File: src/rtl/depadding.sv
// Strips the zero border from a row-major padded feature-map stream and forwards interior words only.
// Output is registered one cycle after an interior input handshake; input stalls while the output word is held.
module depadding #(
  parameter int CHANNEL_IN_NUM     = 16,
  parameter int WIDTH_DATA         = 8,
  parameter int PICTURE_NUM        = 2,
  parameter int WIDTH_FEATURE_SIZE = 12,
  parameter int WIDTH_CHANNEL_NUM  = 10
) (
  input  logic                                         clk,
  input  logic                                         rst,
  input  logic                                         Start,
  input  logic [WIDTH_FEATURE_SIZE-1:0]                Row_Num_In_REG,
  input  logic [WIDTH_CHANNEL_NUM-1:0]                 Channel_In_Num_REG,
  input  logic                                         Padding_REG,
  input  logic [2:0]                                   Zero_Num_REG,
  input  logic [WIDTH_DATA*PICTURE_NUM*CHANNEL_IN_NUM-1:0] S_Data,
  input  logic                                         S_Valid,
  output logic                                         S_Ready,
  output logic [WIDTH_DATA*PICTURE_NUM*CHANNEL_IN_NUM-1:0] M_Data,
  output logic                                         M_Valid,
  input  logic                                         M_Ready,
  output logic                                         Busy,
  output logic                                         Done
);

  localparam int W         = WIDTH_DATA * PICTURE_NUM * CHANNEL_IN_NUM;
  localparam int CIN_SHIFT = $clog2(CHANNEL_IN_NUM);
  localparam int WP        = WIDTH_FEATURE_SIZE + 1;

  typedef enum logic [2:0] {
    S_IDLE,
    S_CONFIG,
    S_RUN,
    S_FLUSH,
    S_DONE
  } state_t;

  state_t                         state;
  logic [WIDTH_CHANNEL_NUM-1:0]   ct;
  logic [WIDTH_FEATURE_SIZE-1:0]  n_cfg;
  logic [2:0]                     zl;
  logic [WP-1:0]                  p_side;
  logic [WP-1:0]                  lo;
  logic [WP-1:0]                  hi;
  logic [WIDTH_CHANNEL_NUM-1:0]   cnt_cin;
  logic [WP-1:0]                  cnt_col;
  logic [WP-1:0]                  cnt_row;
  logic [W-1:0]                   m_data_q;
  logic                           m_valid_q;
  logic                           busy_q;
  logic                           done_q;

  logic                           in_hs;
  logic                           interior;
  logic                           cin_wrap;
  logic                           col_wrap;
  logic                           last_word;
  logic [WIDTH_CHANNEL_NUM-1:0]   ct_last;
  logic [WP-1:0]                  p_last;

  assign S_Ready = (state == S_RUN) && (!m_valid_q || M_Ready);
  assign M_Data  = m_data_q;
  assign M_Valid = m_valid_q;
  assign Busy    = busy_q;
  assign Done    = done_q;

  assign in_hs     = S_Valid && S_Ready;
  assign ct_last   = ct - WIDTH_CHANNEL_NUM'(1);
  assign p_last    = p_side - WP'(1);
  assign cin_wrap  = (cnt_cin == ct_last);
  assign col_wrap  = (cnt_col == p_last);
  assign last_word = cin_wrap && col_wrap && (cnt_row == p_last);
  assign interior  = (cnt_row >= lo) && (cnt_row <= hi) &&
                     (cnt_col >= lo) && (cnt_col <= hi);

  // Control FSM; Busy and Done are registered alongside the state.
  always_ff @(posedge clk) begin
    if (rst) begin
      state   <= S_IDLE;
      ct      <= '0;
      n_cfg   <= '0;
      zl      <= '0;
      p_side  <= '0;
      lo      <= '0;
      hi      <= '0;
      cnt_cin <= '0;
      cnt_col <= '0;
      cnt_row <= '0;
      busy_q  <= 1'b0;
      done_q  <= 1'b0;
    end else begin
      done_q <= 1'b0;
      case (state)
        S_IDLE: begin
          if (Start) begin
            ct     <= Channel_In_Num_REG >> CIN_SHIFT;
            n_cfg  <= Row_Num_In_REG;
            zl     <= Padding_REG ? Zero_Num_REG : 3'd0;
            busy_q <= 1'b1;
            state  <= S_CONFIG;
          end
        end
        S_CONFIG: begin
          p_side <= WP'(n_cfg) + (WP'(zl) << 1);
          lo     <= WP'(zl);
          hi     <= WP'(zl) + WP'(n_cfg) - WP'(1);
          if (ct == '0 || n_cfg == '0) begin
            done_q <= 1'b1;
            state  <= S_DONE;
          end else begin
            state  <= S_RUN;
          end
        end
        S_RUN: begin
          if (in_hs) begin
            if (cin_wrap) begin
              cnt_cin <= '0;
              if (col_wrap) begin
                cnt_col <= '0;
                cnt_row <= cnt_row + WP'(1);
              end else begin
                cnt_col <= cnt_col + WP'(1);
              end
            end else begin
              cnt_cin <= cnt_cin + WIDTH_CHANNEL_NUM'(1);
            end
            if (last_word) state <= S_FLUSH;
          end
        end
        S_FLUSH: begin
          // Leave only once the final interior word has been taken downstream.
          if (!m_valid_q || M_Ready) begin
            done_q <= 1'b1;
            state  <= S_DONE;
          end
        end
        S_DONE: begin
          cnt_cin <= '0;
          cnt_col <= '0;
          cnt_row <= '0;
          busy_q  <= 1'b0;
          state   <= S_IDLE;
        end
        default: state <= S_IDLE;
      endcase
    end
  end

  // Single output register; a reload on the same cycle as an output handshake keeps M_Valid high.
  always_ff @(posedge clk) begin
    if (rst) begin
      m_data_q  <= '0;
      m_valid_q <= 1'b0;
    end else if (in_hs && interior) begin
      m_data_q  <= S_Data;
      m_valid_q <= 1'b1;
    end else if (M_Ready) begin
      m_valid_q <= 1'b0;
    end
  end

endmodule

File: config.mk
export PLATFORM = sky130hd
export DESIGN_NAME = depadding
export DESIGN_NICKNAME = d
export VERILOG_FILES = /design/src/rtl/depadding.sv
export SDC_FILE = /design/constraint.sdc
export NUM_CORES = 1
export LEC_CHECK = 0
export BUFFER_PORTS_ARGS = -buffer_cell sky130_fd_sc_hd__buf_2
export CORE_AREA = 3 3 209 211
export CTS_BUF_LIST = sky130_fd_sc_hd__clkbuf_4 sky130_fd_sc_hd__clkbuf_8 sky130_fd_sc_hd__clkbuf_16
export DETAILED_ROUTE_END_ITERATION = 10
export DIE_AREA = 0 0 212 214
export GPL_TIMING_DRIVEN = 0
export PLACE_DENSITY = 0.66
export SLEW_MARGIN = 20
export SYNTH_ARGS = -nofsm -noshare
export SYNTH_HDL_FRONTEND = slang
export SYNTH_SLANG_ARGS = --single-unit
File: constraint.sdc
create_clock -name clk -period 3.1 [get_ports clk]
set_clock_uncertainty 0.1 [all_clocks]
set_input_delay 0.155 -clock clk [delete_from_list [all_inputs] [get_ports clk]]
set_output_delay 0.155 -clock clk [all_outputs]
set_load 0.02 [all_outputs]
==> flow_summary.json, run 1 <==
{
  "status": "finished, final reports clean",
  "r2r_slack_ns": 0.07,
  "crit_fanout": 10,
  "final_cells": 3487,
  "fmax_mhz": 330,
  "hold_path_class": "in2reg",
  "clk_latency_ns": 0.56,
  "cts.clk_slew.worst_paths_ns": 0.06,
  "syn_inst": 2041,
  "routed-wl-met3_mm": 6.21,
  "fin_crit_sh_pct": 97.6,
  "critical_path_class": "reg2reg",
  "dieArea_um2": 45400,
  "start_util_pct": 41.0,
  "synth_area_leaders": "dfxtp_1 (41%), o31ai_1 (12%), nand4_1 (9.9%)",
  "die_h_um": 214,
  "setup_viol": 0,
  "synth_top_area_share_pct": 40.5,
  "crit_arrival_ns": 3.42,
  "yosysWarnings": 0,
  "portBuffers": 541,
  "areaGrowthSynthToFinish_pct": 46.2,
  "first_global_vias": 20300,
  "end_kind": "flip-flop",
  "worst_pin_slew_ns": 0.935,
  "cts_tree": "built",
  "wl_per_cell_um": 21.4,
  "cts_buffer_depth": 3,
  "h-tree-depth": 2,
  "track_usage_pct": 31.2,
  "ys_seq_area_share_pct": 40.5,
  "drive_above_1_share_pct": 26.9,
  "synth_cell_type_count": 61,
  "met1Wirelength_mm": 28.8,
  "numCtsBuffers": 41,
  "core_area_um2": 41900,
  "leakage_nw": 10.3,
  "avgSynthCellArea_um2": 8.42,
  "root_buffer": "clkbuf_16",
  "maxCapViolations": 0,
  "ys_ff_latch": 348,
  "grt_pass1_wl_mm": 114,
  "vias": 20700,
  "die_w_um": 212,
  "slew_violations": 0,
  "rsz0062_at_grt": "true",
  "grt_overflow_total": 0,
  "finalHoldViolCount": 0,
  "drt_iter0_drc": 1812,
  "dp_hpwl_mm": 53.3,
  "synth_nets": 2396,
  "drc": 0,
  "dp.cells": 3121,
  "maxSlewHeadroom_pct": 37.7,
  "fin_crit_ns": 3.03,
  "grt_max_degree": 13,
  "synth_edf_count": 0,
  "yosys.area.top_type": "dfxtp_1",
  "required_ns": 3.49,
  "cts.sinks": 348,
  "num_rows": 75,
  "dr.pass1.iters": 5,
  "synth_area_um2": 17200,
  "drt-total-wl_mm": 74.6,
  "synth-main-ff-cell": "dfxtp_1",
  "vdd_drop_max_v": 0.000495,
  "p_per_area_nw_per_um2": 622,
  "startpoint_type": "flip-flop",
  "antenna_found_initial": 8,
  "whs_ns": 0.113,
  "antenna_left": 0,
  "async_flop_share_pct": 0,
  "dr.max_layer_used": "met5",
  "place.gp.congestion": 0.911,
  "met2_length_mm": 35.2,
  "vias_per_cell": 5.95,
  "io_pins": 547,
  "nets": 3269
}
metal layers:
metal	GRT usage (%)	vias to the layer above
li1	-	9488
met1	37.4	9807
met2	51.6	1141
met3	7.00	292
met4	17.4	4
met5	0	-
critical path, stage by stage (launching register included):
cell and delay [ns]:
dfxtp_1 0.30, buf_2 0.21, inv_1 0.09, ha_1 0.28, nor3b_2 0.22, a311oi_1 0.28, nand3_1 0.13, nor4b_2 0.32
nand4_1 0.18, buf_4 0.21, buf_4 0.14, o32ai_1 0.30, mux2i_1 0.21
synth_stat cells (6+ instances only):
cell / number
o21ai_0: 25
nor2b_1: 9
o2111ai_1: 12
ha_1: 66
nor4_1: 12
dfxtp_1: 348
nand2_1: 101
nor3_1: 18
clkbuf_1: 232
xnor2_1: 36
nand4_1: 271
a21oi_1: 321
a211oi_1: 16
and4_1: 6
or3_1: 18
a21o_1: 6
inv_1: 57
xor2_1: 31
o31ai_1: 267
nand2b_1: 6
nand3_1: 22
buf_2: 6
nor2_1: 56
and3_1: 15
mux2i_1: 13
flip-flops by register name, summed over array words and instances (netlist names):
name     cells
Busy         1
Done         1
M_Data     256
M_Valid      1
cnt_cin     10
cnt_col     13
cnt_row     13
ct           6
hi          13
lo           3
n_cfg       12
p_side      13
state        3
zl           3
what timing repair did:
item / 4_1_cts / 5_1_grt
setup endpoints to repair: 283 / 276
endpoints found under the hold margin: 280 / 0
gates resized for setup: 68 / 194
hold buffers: 282 / 0
setup buffers: 8 / 1
pin swaps: 4 / 1
per-stage QoR:
step                      total power [mW]  instance area [um2]  setup WS, ns  setup TNS (ns)  util (%)
after detailed placement              10.2                20600         -1.25         -200.48      49.0
after CTS                             15.3                24900      0.000878               0      59.3
final                                 15.6                25100        0.0736               0      59.9
after global routing                  16.3                25100        -0.108           -1.36      59.9
after global placement                10.1                20600         -1.23         -181.81      49.0
after floorplan                       8.39                17200         0.382               0         -
worst paths after layout:
kind | startpoint | endpoint | depth (start not counted)
max | p_side[0] | cnt_row[5] | 12
min | Start | state[0] | 3
max reg2reg | p_side[0] | cnt_row[5] | 12
min reg2reg | hi[4] | hi[4] | 2
where the power goes:
part / total [mW] / internal, mW / switching [mW]
logic: 5.99 / 1.74 / 4.25
registers: 4.90 / 4.72 / 0.174
clock network: 4.74 / 2.78 / 1.96
cell usage in the layout, fill, tap and decap left out, types with 23 or more instances in the layout:
master / instances
clkbuf_1: 107
nor2_1: 55
o31ai_1: 256
dlygate4sd3_1: 282
clkbuf_2: 106
ha_1: 66
a21oi_1: 321
nand4_1: 271
xnor2_1: 36
xor2_1: 31
buf_2: 561
o21ai_0: 23
nand2_1: 101
clkbuf_16: 41
inv_1: 57
dfxtp_1: 344
cell type report:
cell class                      count  area, um2
Inverter                           58        218
Timing Repair Buffer              832       5600
Antenna cell                        9       22.5
Clock buffer                       54       1150
Clock inverter                     14        140
Tap cell                          539        674
Fill cell                        3646      16800
Sequential cell                   348       6970
Multi-Input combinational cell   1390       9220
Buffer                            243       1130
logic make-up after synthesis:
family                   synth area share [%]
buffers and inverters                    6.75
flip-flops                               40.5
AO/OA/AOI/OAI                            25.1
AND/OR/NAND/NOR                          18.0
adder cells (fa/ha/maj)                  5.04
multiplexers                            0.757
XOR/XNOR                                 3.81
Power figures use the tool's default switching activity.
==> inputs of run 2 (changes only) <==
- clock period: 3.1 -> 3.38 ns (I/O delays scaled with it)
==> flow_summary.json, run 2 (synthesized netlist as in run 1, its figures left out) <==
{
  "p_per_area_nw_per_um2": 569,
  "numCtsBuffers": 41,
  "crit_fanout": 10,
  "cts.clk_slew.worst_paths_ns": 0.06,
  "final_cell_mix": "buf_2 (547), dfxtp_1 (347), a21oi_1 (321)",
  "start_util_pct": 41.0,
  "drive_above_1_share_pct": 23.9,
  "clk_latency_ns": 0.56,
  "fin_area_um2": 24900,
  "first_global_vias": 20300,
  "largest_reg_flops": 256,
  "final_cells": 3478,
  "dp_hpwl_mm": 53.3,
  "antenna_left": 0,
  "p_clk_share_pct": 30.7,
  "die_h_um": 214,
  "dr.pass1.iters": 5,
  "status": "finished, final reports clean",
  "fin_crit_sh_pct": 97.7,
  "drt-total-wl_mm": 74.2,
  "num-fill-cells": 3690,
  "p_total_mw": 14.1,
  "grt_max_degree": 13,
  "maxCapViolations": 0,
  "nets": 3263,
  "switching_power_mw": 5.79,
  "whs_ns": 0.129,
  "seqPwrFrac_pct": 31.8,
  "place.gp.congestion": 0.911,
  "swShare_pct": 41.0,
  "post-place-ws_ns": -0.966,
  "hp-start": "Start",
  "dp.cells": 3121,
  "die_w_um": 212,
  "leakage_nw": 10.1,
  "cts_buffer_depth": 3,
  "reg2reg_from": "cnt_row[10]",
  "dieArea_um2": 45400,
  "num_rows": 75,
  "fin_ws_ns": 0.0775,
  "grt_overflow_total": 0,
  "required_ns": 3.75,
  "fmax_mhz": 303,
  "vias_per_cell": 5.92,
  "cts_tree": "built",
  "end_kind": "flip-flop",
  "root_buffer": "clkbuf_16",
  "cp-startpoint": "cnt_row[10]",
  "drc": 0,
  "track_usage_pct": 31.2,
  "worst_pin_slew_ns": 0.891,
  "core_area_um2": 41900,
  "power.internal_mw": 8.34,
  "wl_per_cell_um": 21.3,
  "grt_pass1_wl_mm": 113,
  "final_common_cell": "buf_2",
  "h-tree-depth": 2,
  "dpl_cell_area_um2": 20600,
  "r2r_slack_ns": 0.08,
  "antenna_found_initial": 7,
  "portBuffers": 541,
  "areaGrowthSynthToFinish_pct": 44.6,
  "maxSlewHeadroom_pct": 40.6,
  "rsz0062_at_grt": "true",
  "crit_arrival_ns": 3.68,
  "finalHoldViolCount": 0,
  "cts.sinks": 348,
  "vias": 20600,
  "drt_iter0_drc": 1655,
  "startpoint_type": "flip-flop",
  "fin_crit_ns": 3.30,
  "io_pins": 547,
  "slew_violations": 0,
  "setup_viol": 0,
  "pwr-share-comb_pct": 37.5,
  "critical_path_class": "reg2reg",
  "hold_path_class": "in2reg",
  "vdd_drop_max_v": 0.000453
}
[run 2: worst paths after layout]
path | cells after the start | endpoint
worst max-delay path | 10 | M_Data[253]
worst min-delay path | 3 | state[0]
worst max register to register | 10 | M_Data[253]
worst min register to register | 2 | hi[8]
[run 2: power by group through the flow]
| stage | registers [mW] | clock network, mW | logic, mW |
|---|---|---|---|
| 2_1_floorplan | 4.73 | 0 | 2.97 |
| 3_3_place_gp | 4.56 | 0 | 4.67 |
| 3_5_place_dp | 4.57 | 0 | 4.74 |
| 4_1_cts | 4.48 | 4.39 | 5.07 |
| 5_1_grt | 4.51 | 4.56 | 5.70 |
| 6_report | 4.49 | 4.34 | 5.30 |
[run 2: cell type report]
class / instances / area, um2 / share of cell area (%)
Antenna cell: 6 / 15.0 / 0.0604
Clock buffer: 54 / 1150 / 4.65
Inverter: 58 / 218 / 0.876
Tap cell: 539 / 674 / 2.71
Buffer: 245 / 1040 / 4.20
Multi-Input combinational cell: 1390 / 9100 / 36.6
Timing Repair Buffer: 824 / 5540 / 22.3
Clock inverter: 14 / 140 / 0.564
Sequential cell: 348 / 6970 / 28.0
[run 2: metrics by stage]
step           util (%)  TNS, ns
2_1_floorplan         -        0
3_3_place_gp       49.0  -111.97
3_5_place_dp       49.0  -128.23
4_1_cts            59.0        0
5_1_grt            59.3    -3.48
6_report           59.3        0
[run 2: repair_timing]
action / 4_1_cts / 5_1_grt
setup buffers: 0 / 1
pin swaps: 0 / 1
resized for setup: 17 / 128
hold endpoints to repair: 280 / 0
endpoints found under the setup margin: 231 / 259
hold buffers: 282 / 0
[run 2: worst max-delay path: stages, from the launching register on]
cell	delay, ns
dfxtp_1	0.51
ha_1	0.31
a21o_1	0.18
a21o_1	0.17
a21oi_1	0.21
nand2b_1	0.14
o31ai_4	0.43
clkbuf_4	0.39
clkbuf_1	0.41
nand4_1	0.17
a21oi_1	0.17
[run 2: layer usage]
metal	share of wire (%)	track usage, %	up-vias
li1	-	-	9486
met1	39	37.3	9750
met2	47	51.3	1067
met3	8.1	7.21	276
met4	5.8	17.6	4
met5	0.022	0	-
